==> src/rtl/gcd_lcm_cop.sv <==
// gcd_lcm_cop: multi-cycle GCD (binary Stein) / LCM coprocessor.
// LCM is formed as (op_a / gcd) * op_b: restoring division, then shift-add multiply.
module gcd_lcm_cop #(
    parameter int WIDTH  = 32,
    parameter int LCM_EN = 1
) (
    input  logic             clk,
    input  logic             reset,
    input  logic             start,
    input  logic             mode,
    input  logic [WIDTH-1:0] op_a,
    input  logic [WIDTH-1:0] op_b,
    output logic             busy,
    output logic             done,
    output logic [WIDTH-1:0] result,
    output logic [WIDTH-1:0] result_hi,
    output logic             overflow
);
    localparam int KW = $clog2(WIDTH + 1);
    localparam int CW = $clog2(WIDTH);

    typedef enum logic [2:0] {S_IDLE, S_GCD, S_DIV, S_MUL, S_DONE} state_e;

    state_e             state_q, state_d;
    logic               lcm_q;
    logic [WIDTH-1:0]   opa_q, opb_q;
    logic [WIDTH-1:0]   a_q, b_q, g_q;
    logic [KW-1:0]      k_q;
    logic [WIDTH-1:0]   result_q, result_hi_q;
    logic               overflow_q;

    logic               accept, zero_case, gcd_fin, to_div, div_fin, mul_fin;
    logic [WIDTH-1:0]   g_val;
    logic [2*WIDTH-1:0] lcm_prod;

    assign accept    = start && (state_q == S_IDLE || state_q == S_DONE);
    assign zero_case = (a_q == '0) || (b_q == '0);
    assign gcd_fin   = (state_q == S_GCD) && (zero_case || a_q == b_q);
    assign to_div    = lcm_q && !zero_case;
    // A zero operand can only be seen before any common factor was counted, so k_q is 0 then.
    assign g_val     = (a_q == '0 ? b_q : a_q) << k_q;

    // NOTE: every clocked register uses <= so all of them update from pre-edge values.
    always_ff @(posedge clk) begin
        if (reset) state_q <= S_IDLE;
        else       state_q <= state_d;
    end

    always_comb begin
        state_d = state_q;
        busy    = 1'b0;
        done    = 1'b0;
        case (state_q)
            S_IDLE: if (start) state_d = S_GCD;
            S_GCD: begin
                busy = 1'b1;
                if (gcd_fin) state_d = to_div ? S_DIV : S_DONE;
            end
            S_DIV: begin
                busy = 1'b1;
                if (div_fin) state_d = S_MUL;
            end
            S_MUL: begin
                busy = 1'b1;
                if (mul_fin) state_d = S_DONE;
            end
            S_DONE: begin
                done = 1'b1;
                if (start) state_d = S_GCD;
            end
            default: state_d = S_IDLE;
        endcase
    end

    always_ff @(posedge clk) begin
        if (reset) begin
            lcm_q <= 1'b0;
            opa_q <= '0;
            opb_q <= '0;
            a_q   <= '0;
            b_q   <= '0;
            g_q   <= '0;
            k_q   <= '0;
        end else if (accept) begin
            lcm_q <= (LCM_EN != 0) && mode;
            opa_q <= op_a;
            opb_q <= op_b;
            a_q   <= op_a;
            b_q   <= op_b;
            k_q   <= '0;
        end else if (state_q == S_GCD) begin
            if (gcd_fin) begin
                g_q <= g_val;
            end else if (!a_q[0] && !b_q[0]) begin
                a_q <= a_q >> 1;
                b_q <= b_q >> 1;
                k_q <= k_q + KW'(1);
            end else if (!a_q[0]) begin
                a_q <= a_q >> 1;
            end else if (!b_q[0]) begin
                b_q <= b_q >> 1;
            end else if (a_q > b_q) begin
                // Difference of two odd values is even, so the halving is folded in.
                a_q <= (a_q - b_q) >> 1;
            end else begin
                b_q <= (b_q - a_q) >> 1;
            end
        end
    end

    generate
        if (LCM_EN != 0) begin : g_lcm
            logic [WIDTH-1:0]   rem_q, quo_q;
            logic [2*WIDTH-1:0] prod_q;
            logic [CW-1:0]      cnt_q;
            logic [WIDTH:0]     rem_sh, rem_diff, sum;
            logic               fits, last;

            always_comb begin
                rem_sh   = {rem_q, quo_q[WIDTH-1]};
                rem_diff = rem_sh - {1'b0, g_q};
                fits     = rem_sh >= {1'b0, g_q};
                sum      = {1'b0, prod_q[2*WIDTH-1:WIDTH]} + (prod_q[0] ? {1'b0, opb_q} : '0);
            end

            assign last     = (cnt_q == CW'(WIDTH - 1));
            assign div_fin  = (state_q == S_DIV) && last;
            assign mul_fin  = (state_q == S_MUL) && last;
            assign lcm_prod = {sum, prod_q[WIDTH-1:1]};

            always_ff @(posedge clk) begin
                if (reset) begin
                    rem_q  <= '0;
                    quo_q  <= '0;
                    prod_q <= '0;
                    cnt_q  <= '0;
                end else if (gcd_fin) begin
                    rem_q  <= '0;
                    quo_q  <= opa_q;
                    cnt_q  <= '0;
                end else if (state_q == S_DIV) begin
                    rem_q  <= fits ? rem_diff[WIDTH-1:0] : rem_sh[WIDTH-1:0];
                    quo_q  <= {quo_q[WIDTH-2:0], fits};
                    cnt_q  <= last ? '0 : cnt_q + CW'(1);
                    // Multiplier register starts as {0, quotient}; product bits shift in from the top.
                    if (last) prod_q <= {{WIDTH{1'b0}}, quo_q[WIDTH-2:0], fits};
                end else if (state_q == S_MUL) begin
                    prod_q <= lcm_prod;
                    cnt_q  <= last ? '0 : cnt_q + CW'(1);
                end
            end
        end else begin : g_no_lcm
            assign div_fin  = 1'b0;
            assign mul_fin  = 1'b0;
            assign lcm_prod = '0;
        end
    endgenerate

    always_ff @(posedge clk) begin
        if (reset || accept) begin
            result_q    <= '0;
            result_hi_q <= '0;
            overflow_q  <= 1'b0;
        end else if (gcd_fin && !to_div) begin
            result_q    <= lcm_q ? '0 : g_val;
        end else if (mul_fin) begin
            result_q    <= lcm_prod[WIDTH-1:0];
            result_hi_q <= lcm_prod[2*WIDTH-1:WIDTH];
            overflow_q  <= |lcm_prod[2*WIDTH-1:WIDTH];
        end
    end

    assign result    = result_q;
    assign result_hi = result_hi_q;
    assign overflow  = overflow_q;
endmodule

==> config.mk <==
export PLATFORM = sky130hd
export DESIGN_NAME = gcd_lcm_cop
export DESIGN_NICKNAME = d
export VERILOG_FILES = /design/src/rtl/gcd_lcm_cop.sv
export SDC_FILE = /design/constraint.sdc
export NUM_CORES = 1
export LEC_CHECK = 0
export BUFFER_PORTS_ARGS = -buffer_cell sky130_fd_sc_hd__buf_2
export CAP_MARGIN = 20
export CORE_ASPECT_RATIO = 1.5
export CORE_MARGIN = 2
export CORE_UTILIZATION = 36
export DETAILED_ROUTE_END_ITERATION = 12
export GPL_ROUTABILITY_DRIVEN = 1
export SLEW_MARGIN = 10
export SYNTH_ARGS = -nofsm -noshare
export SYNTH_HDL_FRONTEND = slang
export SYNTH_SLANG_ARGS = --single-unit
==> constraint.sdc <==
create_clock -name clk -period 6.4 [get_ports clk]
set_input_delay 0.64 -clock clk [delete_from_list [all_inputs] [get_ports clk]]
set_output_delay 0.64 -clock clk [all_outputs]
set_load 0.03 [all_outputs]
==> impl_metrics.env, run 1 <==
export IMPL_initial_core_util=0.3630
export IMPL_launching_instance_or_port_of_the_critical_path="a_q[11]"
export IMPL_cts_resized=0
export IMPL_clock_latency_ns=0.56
export IMPL_synth_area_top_cells="sky130_fd_sc_hd__dfxtp_1 31%, sky130_fd_sc_hd__a21oi_1 7.4%, sky130_fd_sc_hd__ha_1 6.9%, sky130_fd_sc_hd__nand2_1 6.8%, sky130_fd_sc_hd__nor2_1 4.2%"
export IMPL_worstReg2RegEnd="result[1]"
export IMPL_timing_slew_headroom=0.3020
export IMPL_utilization=0.4019
export IMPL_arrival_ns=5.68
export IMPL_cts_max_level=2
export IMPL_post_drt_wl_per_cell_um=22.14
export IMPL_setup_worst_path_end_class="flop"
export IMPL_cp_cell_sequence="inv_1 > ha_1 > nand3_1 > nor3_1 > nand4_1 > or4b_4 > nand2b_1 > nand2_2 > or2_1 > nand2_1 > o21ai_0 > a21oi_1"
export IMPL_worstSetupStartpointType="flop"
export IMPL_placement_cell_area_um2=24930
export IMPL_design_die_area_um2=68130
export IMPL_drt_iter0_markers=1993
export IMPL_final_net_count=3278
export IMPL_route_detailed_vias_per_inst=5.772
export IMPL_design_area_um2=26310
export IMPL_whs_ns=0.3382
export IMPL_number_of_global_route_vias_before_repair=22097
export IMPL_synth_largest_area_cell="sky130_fd_sc_hd__dfxtp_1"
export IMPL_first_pass_iters=6
export IMPL_synthCells=3090
export IMPL_critical_path_slowest_cell="sky130_fd_sc_hd__nand2_1"
export IMPL_syn_mean_instance_area_um2=7.691
export IMPL_post_cts_setup_buffer_count=0
export IMPL_peak_freq_mhz=192.8
export IMPL_drcViolationCount=0
export IMPL_path_max_fanout=33
export IMPL_gr_usage_all_layers=0.2538
export IMPL_tightest_slew_ns=1.036
export IMPL_grt_overflow_total=0
export IMPL_cellLeakagePower_uw=0.01022
export IMPL_p_sw_frac=0.3624
export IMPL_vias=22986
export IMPL_routed_wl_um=88150
export IMPL_synthArstFlopShare=0
export IMPL_status="finished clean"
export IMPL_cts_tree="done"
export IMPL_grt_max_degree=119
export IMPL_cts_clk_slew_worst_paths_ns=0.07
export IMPL_rr_startpoint="a_q[11]"
export IMPL_antenna_found_initial=2
export IMPL_maxSlewViolCount=0
export IMPL_synthesized_cell_area_um2=23770
export IMPL_cts_hold_buffers=0
export IMPL_min_delay_path_class="input pin to flop"
export IMPL_period_minus_slack_ns=5.188
export IMPL_io_pins=135
export IMPL_yosys_cell_types_count=93
export IMPL_yosysWarnings=0
export IMPL_antenna_violating_nets_post_route=0
export IMPL_post_synth_top_area_fraction=0.3100
export IMPL_finalClockSkew_ns=0.02305
export IMPL_cpPeakStageDelay_ns=0.91
export IMPL_place_congestion=0.9770
export IMPL_final_setup_tns_ns=0
export IMPL_cts_sinks=368
export IMPL_dieWidth_um=213.8
export IMPL_cts_buffers=39
export IMPL_seq_power_share=0.340
export IMPL_drive_gt1_frac=0.1034
export IMPL_cts_root_buf="sky130_fd_sc_hd__clkbuf_16"
export IMPL_power_density_nw_per_um2=279.8
export IMPL_numPortBuffers=134
export IMPL_clkPwrFrac=0.343
export IMPL_maxCapViolCount=0
export IMPL_reg2reg_setup_slack_ns=1.21
export IMPL_power_report_internal_total_uw=4695
export IMPL_critical_path_start_end_classification="flop to flop"
export IMPL_dieHeight_um=318.7
export IMPL_finalSetupViolations=0
export IMPL_power_combinational_fraction=0.317
export IMPL_multi_input_comb_area_um2=15050
export IMPL_placeableCoreArea_um2=65470
export IMPL_yosys_most_used_dff="sky130_fd_sc_hd__dfxtp_1"
export IMPL_net_load_switching_power_uw=2669
export IMPL_num_fill_cells=6825
export IMPL_synth_edf_count=0
export IMPL_regArea_um2=7371
export IMPL_row_count=115
export IMPL_critical_path_endpoint="result[1]"
export IMPL_layout_area_overhead_vs_synth_pct=10.72
export IMPL_worst_endpoint_required_ns=6.89
export IMPL_first_pass_grt_wire_length_um=134000
export IMPL_final_hold_viol_count=0
export IMPL_timing_final_crit_share=0.8106
export IMPL_ys_seq_area_frac=0.3100
export IMPL_vdd_ir_drop_worst_mv=0.1566
export IMPL_hpwlAfterDp_um=66460
export IMPL_ff2ff_path_depth=12
export IMPL_synthesis_nets=3293
export IMPL_count_of_antenna_diodes_in_the_layout=0
export IMPL_rsz_0062_raised_after_global_routing="false"
export IMPL_clockBufferDepth=3
export IMPL_synth_ff_latch_count=368
[kinds of logic (layout without fill, tap and decap cells)]
logic type	Yosys count	count (layout)	share of synthesized area
AOI/OAI and AO/OA	1029	1029	0.2776
and+or+nand+nor	984	984	0.1861
DFF	368	368	0.3100
buffers and inverters	352	367	0.05954
adders and majority gates	135	135	0.07234
muxes	116	116	0.05507
xor gates and xnor gates	106	106	0.03938
[critical path: cells and delay by family, from the launching register on]
family	cells	cell delay [ns]
compound gates	2	0.37
simple gates	8	3.63
fa+ha+maj	1	0.54
flops	1	0.47
buf+inv	1	0.08
[Yosys cell counts (33+ instances only)]
library cell,count
sky130_fd_sc_hd__xnor2_1,73
sky130_fd_sc_hd__clkbuf_1,158
sky130_fd_sc_hd__a22oi_1,44
sky130_fd_sc_hd__ha_1,131
sky130_fd_sc_hd__and2_1,50
sky130_fd_sc_hd__a311oi_1,68
sky130_fd_sc_hd__a21o_1,63
sky130_fd_sc_hd__nor3_1,44
sky130_fd_sc_hd__nand2_1,431
sky130_fd_sc_hd__o21ai_0,194
sky130_fd_sc_hd__mux2i_1,79
sky130_fd_sc_hd__inv_1,131
sky130_fd_sc_hd__a21oi_1,350
sky130_fd_sc_hd__dfxtp_1,368
sky130_fd_sc_hd__nor2_1,265
sky130_fd_sc_hd__a211oi_1,33
sky130_fd_sc_hd__buf_2,36
sky130_fd_sc_hd__o211ai_1,35
[power by group through the flow]
stage	clock (uW)	combinational [uW]	sequential, uW
2_1_floorplan	0	1630	2500
3_3_place_gp	0	2300	2550
3_5_place_dp	0	2270	2550
4_1_cts	2570	2290	2500
5_1_grt	2650	2490	2510
6_report	2530	2330	2500
[registers in the layout, indices dropped and copies added (netlist names), 5 cells and up]
register / flops
g_lcm.rem_q: 32
opa_q: 32
a_q: 32
g_q: 32
opb_q: 32
k_q: 6
g_lcm.prod_q: 64
b_q: 32
result: 32
g_lcm.quo_q: 32
result_hi: 32
g_lcm.cnt_q: 5
[final cells by class]
| type | instances | share of cell area |
|---|---|---|
| Sequential cell | 368 | 0.2801 |
| Clock buffer | 51 | 0.04113 |
| Multi-Input combinational cell | 2370 | 0.5721 |
| Tap cell | 877 | 0.04170 |
| Clock inverter | 20 | 0.01160 |
| Timing Repair Buffer | 165 | 0.03466 |
| Inverter | 131 | 0.01869 |
[routing by layer]
metal,track usage,share of wire,routed length (um),vias up
met3,0.02357,0.048,4188,242
met5,0,0.00014,12,-
met4,0.1662,0.074,6556,2
li1,-,-,-,11104
met2,0.4343,0.48,42440,772
met1,0.2993,0.40,34950,10866
[worst min path at each step]
stage | from | to | slack (ns) | cells after the start
after global routing | op_b[12] | opb_q[12] | 0.35 | 3
after detailed placement | opb_q[8] | opb_q[8] | 0.44 | 2
after floorplan | opb_q[0] | opb_q[0] | 0.43 | 2
after global placement | opb_q[1] | opb_q[1] | 0.44 | 2
final | mode | lcm_q | 0.34 | 3
after CTS | mode | lcm_q | 0.33 | 3
[cell usage in the layout (no fill, tap or decap), types with 35 or more instances in the layout]
master / netlist / final
sky130_fd_sc_hd__a21o_1: 63 / 63
sky130_fd_sc_hd__a21oi_1: 350 / 349
sky130_fd_sc_hd__a22oi_1: 44 / 44
sky130_fd_sc_hd__a311oi_1: 68 / 68
sky130_fd_sc_hd__and2_1: 50 / 50
sky130_fd_sc_hd__buf_2: 36 / 133
sky130_fd_sc_hd__clkbuf_16: 0 / 40
sky130_fd_sc_hd__dfxtp_1: 368 / 365
sky130_fd_sc_hd__ha_1: 131 / 131
sky130_fd_sc_hd__inv_1: 131 / 131
sky130_fd_sc_hd__mux2i_1: 79 / 79
sky130_fd_sc_hd__nand2_1: 431 / 429
sky130_fd_sc_hd__nor2_1: 265 / 262
sky130_fd_sc_hd__nor3_1: 44 / 43
sky130_fd_sc_hd__o211ai_1: 35 / 35
sky130_fd_sc_hd__o21ai_0: 194 / 194
sky130_fd_sc_hd__xnor2_1: 73 / 73
[through the flow]
step	power, uW	instances	setup WS [ns]
2_1_floorplan	4131	3090	2.842
6_report	7364	3982	1.212
3_3_place_gp	4849	3911	1.415
3_5_place_dp	4825	3911	1.313
4_1_cts	7355	3982	1.288
5_1_grt	7650	3982	0.7959
(Power assumes the default switching activity.)
==> inputs of run 2 (changes only) <==
--- a/config.mk
+++ b/config.mk
@@ -5,6 +5,7 @@
 export SDC_FILE = /design/constraint.sdc
 export NUM_CORES = 1
 export LEC_CHECK = 0
+export ABC_AREA = 1
 export BUFFER_PORTS_ARGS = -buffer_cell sky130_fd_sc_hd__buf_2
 export CAP_MARGIN = 20
 export CORE_ASPECT_RATIO = 1.5
==> constraint.sdc (replaced) <==
create_clock -name clk -period 5.37 [get_ports clk]
set_input_delay 0.537 -clock clk [delete_from_list [all_inputs] [get_ports clk]]
set_output_delay 0.537 -clock clk [all_outputs]
set_load 0.03 [all_outputs]
==> run 2 against run 1 <==
- utilization fell by 0.31 points
- worst hold slack got worse by 0.11 ns
- clock power rose by 19%
- area after synthesis rose by 8.2%
- final cell count rose by 26%
- cell area rose by 7.6%
- sequential share of layout area fell by 2.0 points
- first-iteration DRC count rose by 11%
- global-route usage rose by 3.8 points
- via count rose by 20%
- wire length rose by 25%
- clock skew fell by 0.0028 ns
- critical path type unchanged
- largest cell class unchanged
- highest routed layer is now met4
==> impl_metrics.env, run 2 <==
export IMPL_use_met3=0.03357
export IMPL_period_minus_slack_ns=3.988
export IMPL_whs_ns=0.2330
export IMPL_post_cts_setup_buffer_count=0
export IMPL_initial_core_util=0.3621
export IMPL_share_of_the_synthesized_area_in_compound_gates_ao_oa_aoi_oai=0.1848
export IMPL_syn_mean_instance_area_um2=6.333
export IMPL_placeableCoreArea_um2=71020
export IMPL_totalPowerFinal_uw=17420
export IMPL_path_max_fanout=31
export IMPL_cellLeakagePower_uw=0.01344
export IMPL_drive_gt1_frac=0.07946
export IMPL_final_hold_viol_count=0
export IMPL_dieHeight_um=331.3
export IMPL_cts_resized=0
export IMPL_timing_slew_headroom=0.2395
export IMPL_clock_latency_ns=0.61
export IMPL_placement_cell_area_um2=26930
export IMPL_grt_overflow_total=0
export IMPL_synthesized_cell_area_um2=25720
export IMPL_synth_top_family_by_area="simple AND/OR/NAND/NOR gates"
export IMPL_vdd_ir_drop_worst_mv=0.3485
export IMPL_share_of_synthesized_cell_area_in_and_or_nand_and_nor_gates=0.3340
export IMPL_cp_cell_sequence="inv_1 > ha_1 > inv_1 > nor3_1 > nand2_1 > inv_2 > nand4_4 > nand2_2 > nand4_2 > nand3_2 > buf_4 > nand2_1 > nand2_1 > nor2_1"
export IMPL_finalClockSkew_ns=0.02024
export IMPL_cts_max_level=2
export IMPL_cts_hold_buffers=0
export IMPL_maxSlewViolCount=0
export IMPL_synthMostInstantiatedCell="sky130_fd_sc_hd__nand2_1"
export IMPL_finalSetupViolations=0
export IMPL_synthMuxAreaShare=0
export IMPL_synth_largest_area_cell="sky130_fd_sc_hd__dfxtp_1"
export IMPL_synthCells=4061
export IMPL_drcViolationCount=0
export IMPL_cts_tree="done"
export IMPL_worstSetupStartpointType="flop"
export IMPL_global_route_usage_met1=0.3098
export IMPL_synthesis_nets=4264
export IMPL_top_usage_layer="met2"
export IMPL_antenna_found_initial=0
export IMPL_power_density_nw_per_um2=614.9
export IMPL_gr_usage_all_layers=0.2917
export IMPL_synth_edf_count=0
export IMPL_cts_buffers=40
export IMPL_yosys_cell_types_count=59
export IMPL_status="finished clean"
export IMPL_number_of_global_route_vias_before_repair=27061
export IMPL_row_count=120
export IMPL_yosys_most_used_dff="sky130_fd_sc_hd__dfxtp_1"
export IMPL_timing_final_crit_share=0.7427
export IMPL_num_fill_cells=7878
export IMPL_count_of_antenna_diodes_in_the_layout=0
export IMPL_first_pass_iters=5
export IMPL_clockBufferDepth=3
export IMPL_synth_ff_latch_count=368
export IMPL_cts_sinks=368
export IMPL_use_met2=0.5170
export IMPL_arrival_ns=4.48
export IMPL_first_pass_grt_wire_length_um=164200
export IMPL_critical_path_start_end_classification="flop to flop"
export IMPL_hpwlAfterDp_um=85750
export IMPL_worst_endpoint_required_ns=5.86
export IMPL_min_delay_path_class="input pin to flop"
export IMPL_worst_path_buf_inv=4
export IMPL_antenna_violating_nets_post_route=0
export IMPL_synthAdderAreaFrac=0.06685
export IMPL_cpPeakStageDelay_ns=0.70
export IMPL_yosysWarnings=0
export IMPL_yosys_top_cells_count="1150 x sky130_fd_sc_hd__nand2_1, 369 x sky130_fd_sc_hd__inv_1, 368 x sky130_fd_sc_hd__dfxtp_1, 351 x sky130_fd_sc_hd__nor2_1, 349 x sky130_fd_sc_hd__a21oi_1"
export IMPL_io_pins=135
export IMPL_routed_wl_um=110000
export IMPL_critical_path_slowest_cell="sky130_fd_sc_hd__nand4_2"
export IMPL_synth_area_top_cells="sky130_fd_sc_hd__dfxtp_1 29%, sky130_fd_sc_hd__nand2_1 17%, sky130_fd_sc_hd__a21oi_1 6.8%, sky130_fd_sc_hd__nand3_1 6.6%, sky130_fd_sc_hd__ha_1 6.4%"
export IMPL_place_congestion=1.097
export IMPL_setup_worst_path_end_class="flop"
export IMPL_vias=27675
export IMPL_cts_root_buf="sky130_fd_sc_hd__clkbuf_16"
export IMPL_design_die_area_um2=73630
export IMPL_grt_max_degree=90
export IMPL_ys_seq_area_frac=0.2865
export IMPL_tightest_slew_ns=1.129
export IMPL_design_area_um2=28320
export IMPL_rsz_0062_raised_after_global_routing="false"
export IMPL_mostFrequentLayoutCell="sky130_fd_sc_hd__nand2_1"
export IMPL_cp_common_cell="sky130_fd_sc_hd__nand2_1"
export IMPL_post_synth_top_area_fraction=0.2865
export IMPL_largest_register="g_lcm.prod_q"
export IMPL_synth_xor_area_share=0.03303
export IMPL_route_detailed_vias_per_inst=5.529
export IMPL_synthArstFlopShare=0
export IMPL_post_drt_wl_per_cell_um=21.97
export IMPL_cts_clk_slew_worst_paths_ns=0.08
export IMPL_largest_register_ff_count=64
export IMPL_peak_freq_mhz=250.7
export IMPL_maxCapViolCount=0
export IMPL_cp_top_family="simple AND/OR/NAND/NOR gates"
export IMPL_final_net_count=4264
export IMPL_final_cell_mix="1149 x sky130_fd_sc_hd__nand2_1, 368 x sky130_fd_sc_hd__inv_1, 368 x sky130_fd_sc_hd__dfxtp_1"
export IMPL_numPortBuffers=134
export IMPL_drt_iter0_markers=2203
export IMPL_final_setup_tns_ns=0
export IMPL_layout_area_overhead_vs_synth_pct=10.13
export IMPL_dieWidth_um=222.2
## run 2: routing by layer
layer  part of all wire  wire, um
met1               0.37     40410
met3              0.044      4833
met5                  0         0
met2               0.50     54480
met4              0.093     10260
## run 2: tightest hold or removal path: cells and delay by family
kind	cells	cell delay, ns
compound gates	1	0.07
buf+inv	1	0.10
simple gates	1	0.07
## run 2: cell type report
cell class | instances | area (um2) | area share
inverter | 383 | 1440 | 0.05085
clock inverter | 20 | 275.3 | 0.009719
clock buffer | 51 | 1122 | 0.03963
multi-input combinational | 3094 | 15950 | 0.5631
timing repair buffer | 174 | 1026 | 0.03622
sequential | 368 | 7367 | 0.2601
tap | 915 | 1145 | 0.04042
## run 2: final timing paths
| check | startpoint | end | slack [ns] | cells after the start |
|---|---|---|---|---|
| worst max-delay path | b_q[31] | a_q[2] | 1.38 | 14 |
| worst min-delay path | op_b[16] | opb_q[16] | 0.23 | 3 |
| worst max register to register | b_q[31] | a_q[2] | 1.38 | 14 |
| worst min register to register | opa_q[1] | opa_q[1] | 0.46 | 2 |
## run 2: kinds of logic (layout without fill, tap and decap cells)
| group | count (synthesis) | count (layout) |
|---|---|---|
| compound gates | 845 | 845 |
| fa+ha+maj | 135 | 135 |
| simple gates | 2017 | 2017 |
| xor+xnor | 97 | 97 |
| flops | 368 | 368 |
| buf+inv | 599 | 628 |
## run 2: per-stage QoR
step	cells	worst slack [ns]	util
after global placement	4932	1.164	0.3785
after CTS	5005	1.544	0.3988
final	5005	1.382	0.3988
after global routing	5005	1.117	0.3988
after floorplan	4061	2.763	-
after detailed placement	4934	1.563	0.3791
## run 2: where the power goes
group          internal (uW)  switching, uW  total (uW)  leakage [uW]
Clock                   1700           1300        3000      0.000671
Sequential              3090            593        3680       0.00299
Combinational           2970           7760       10700       0.00978
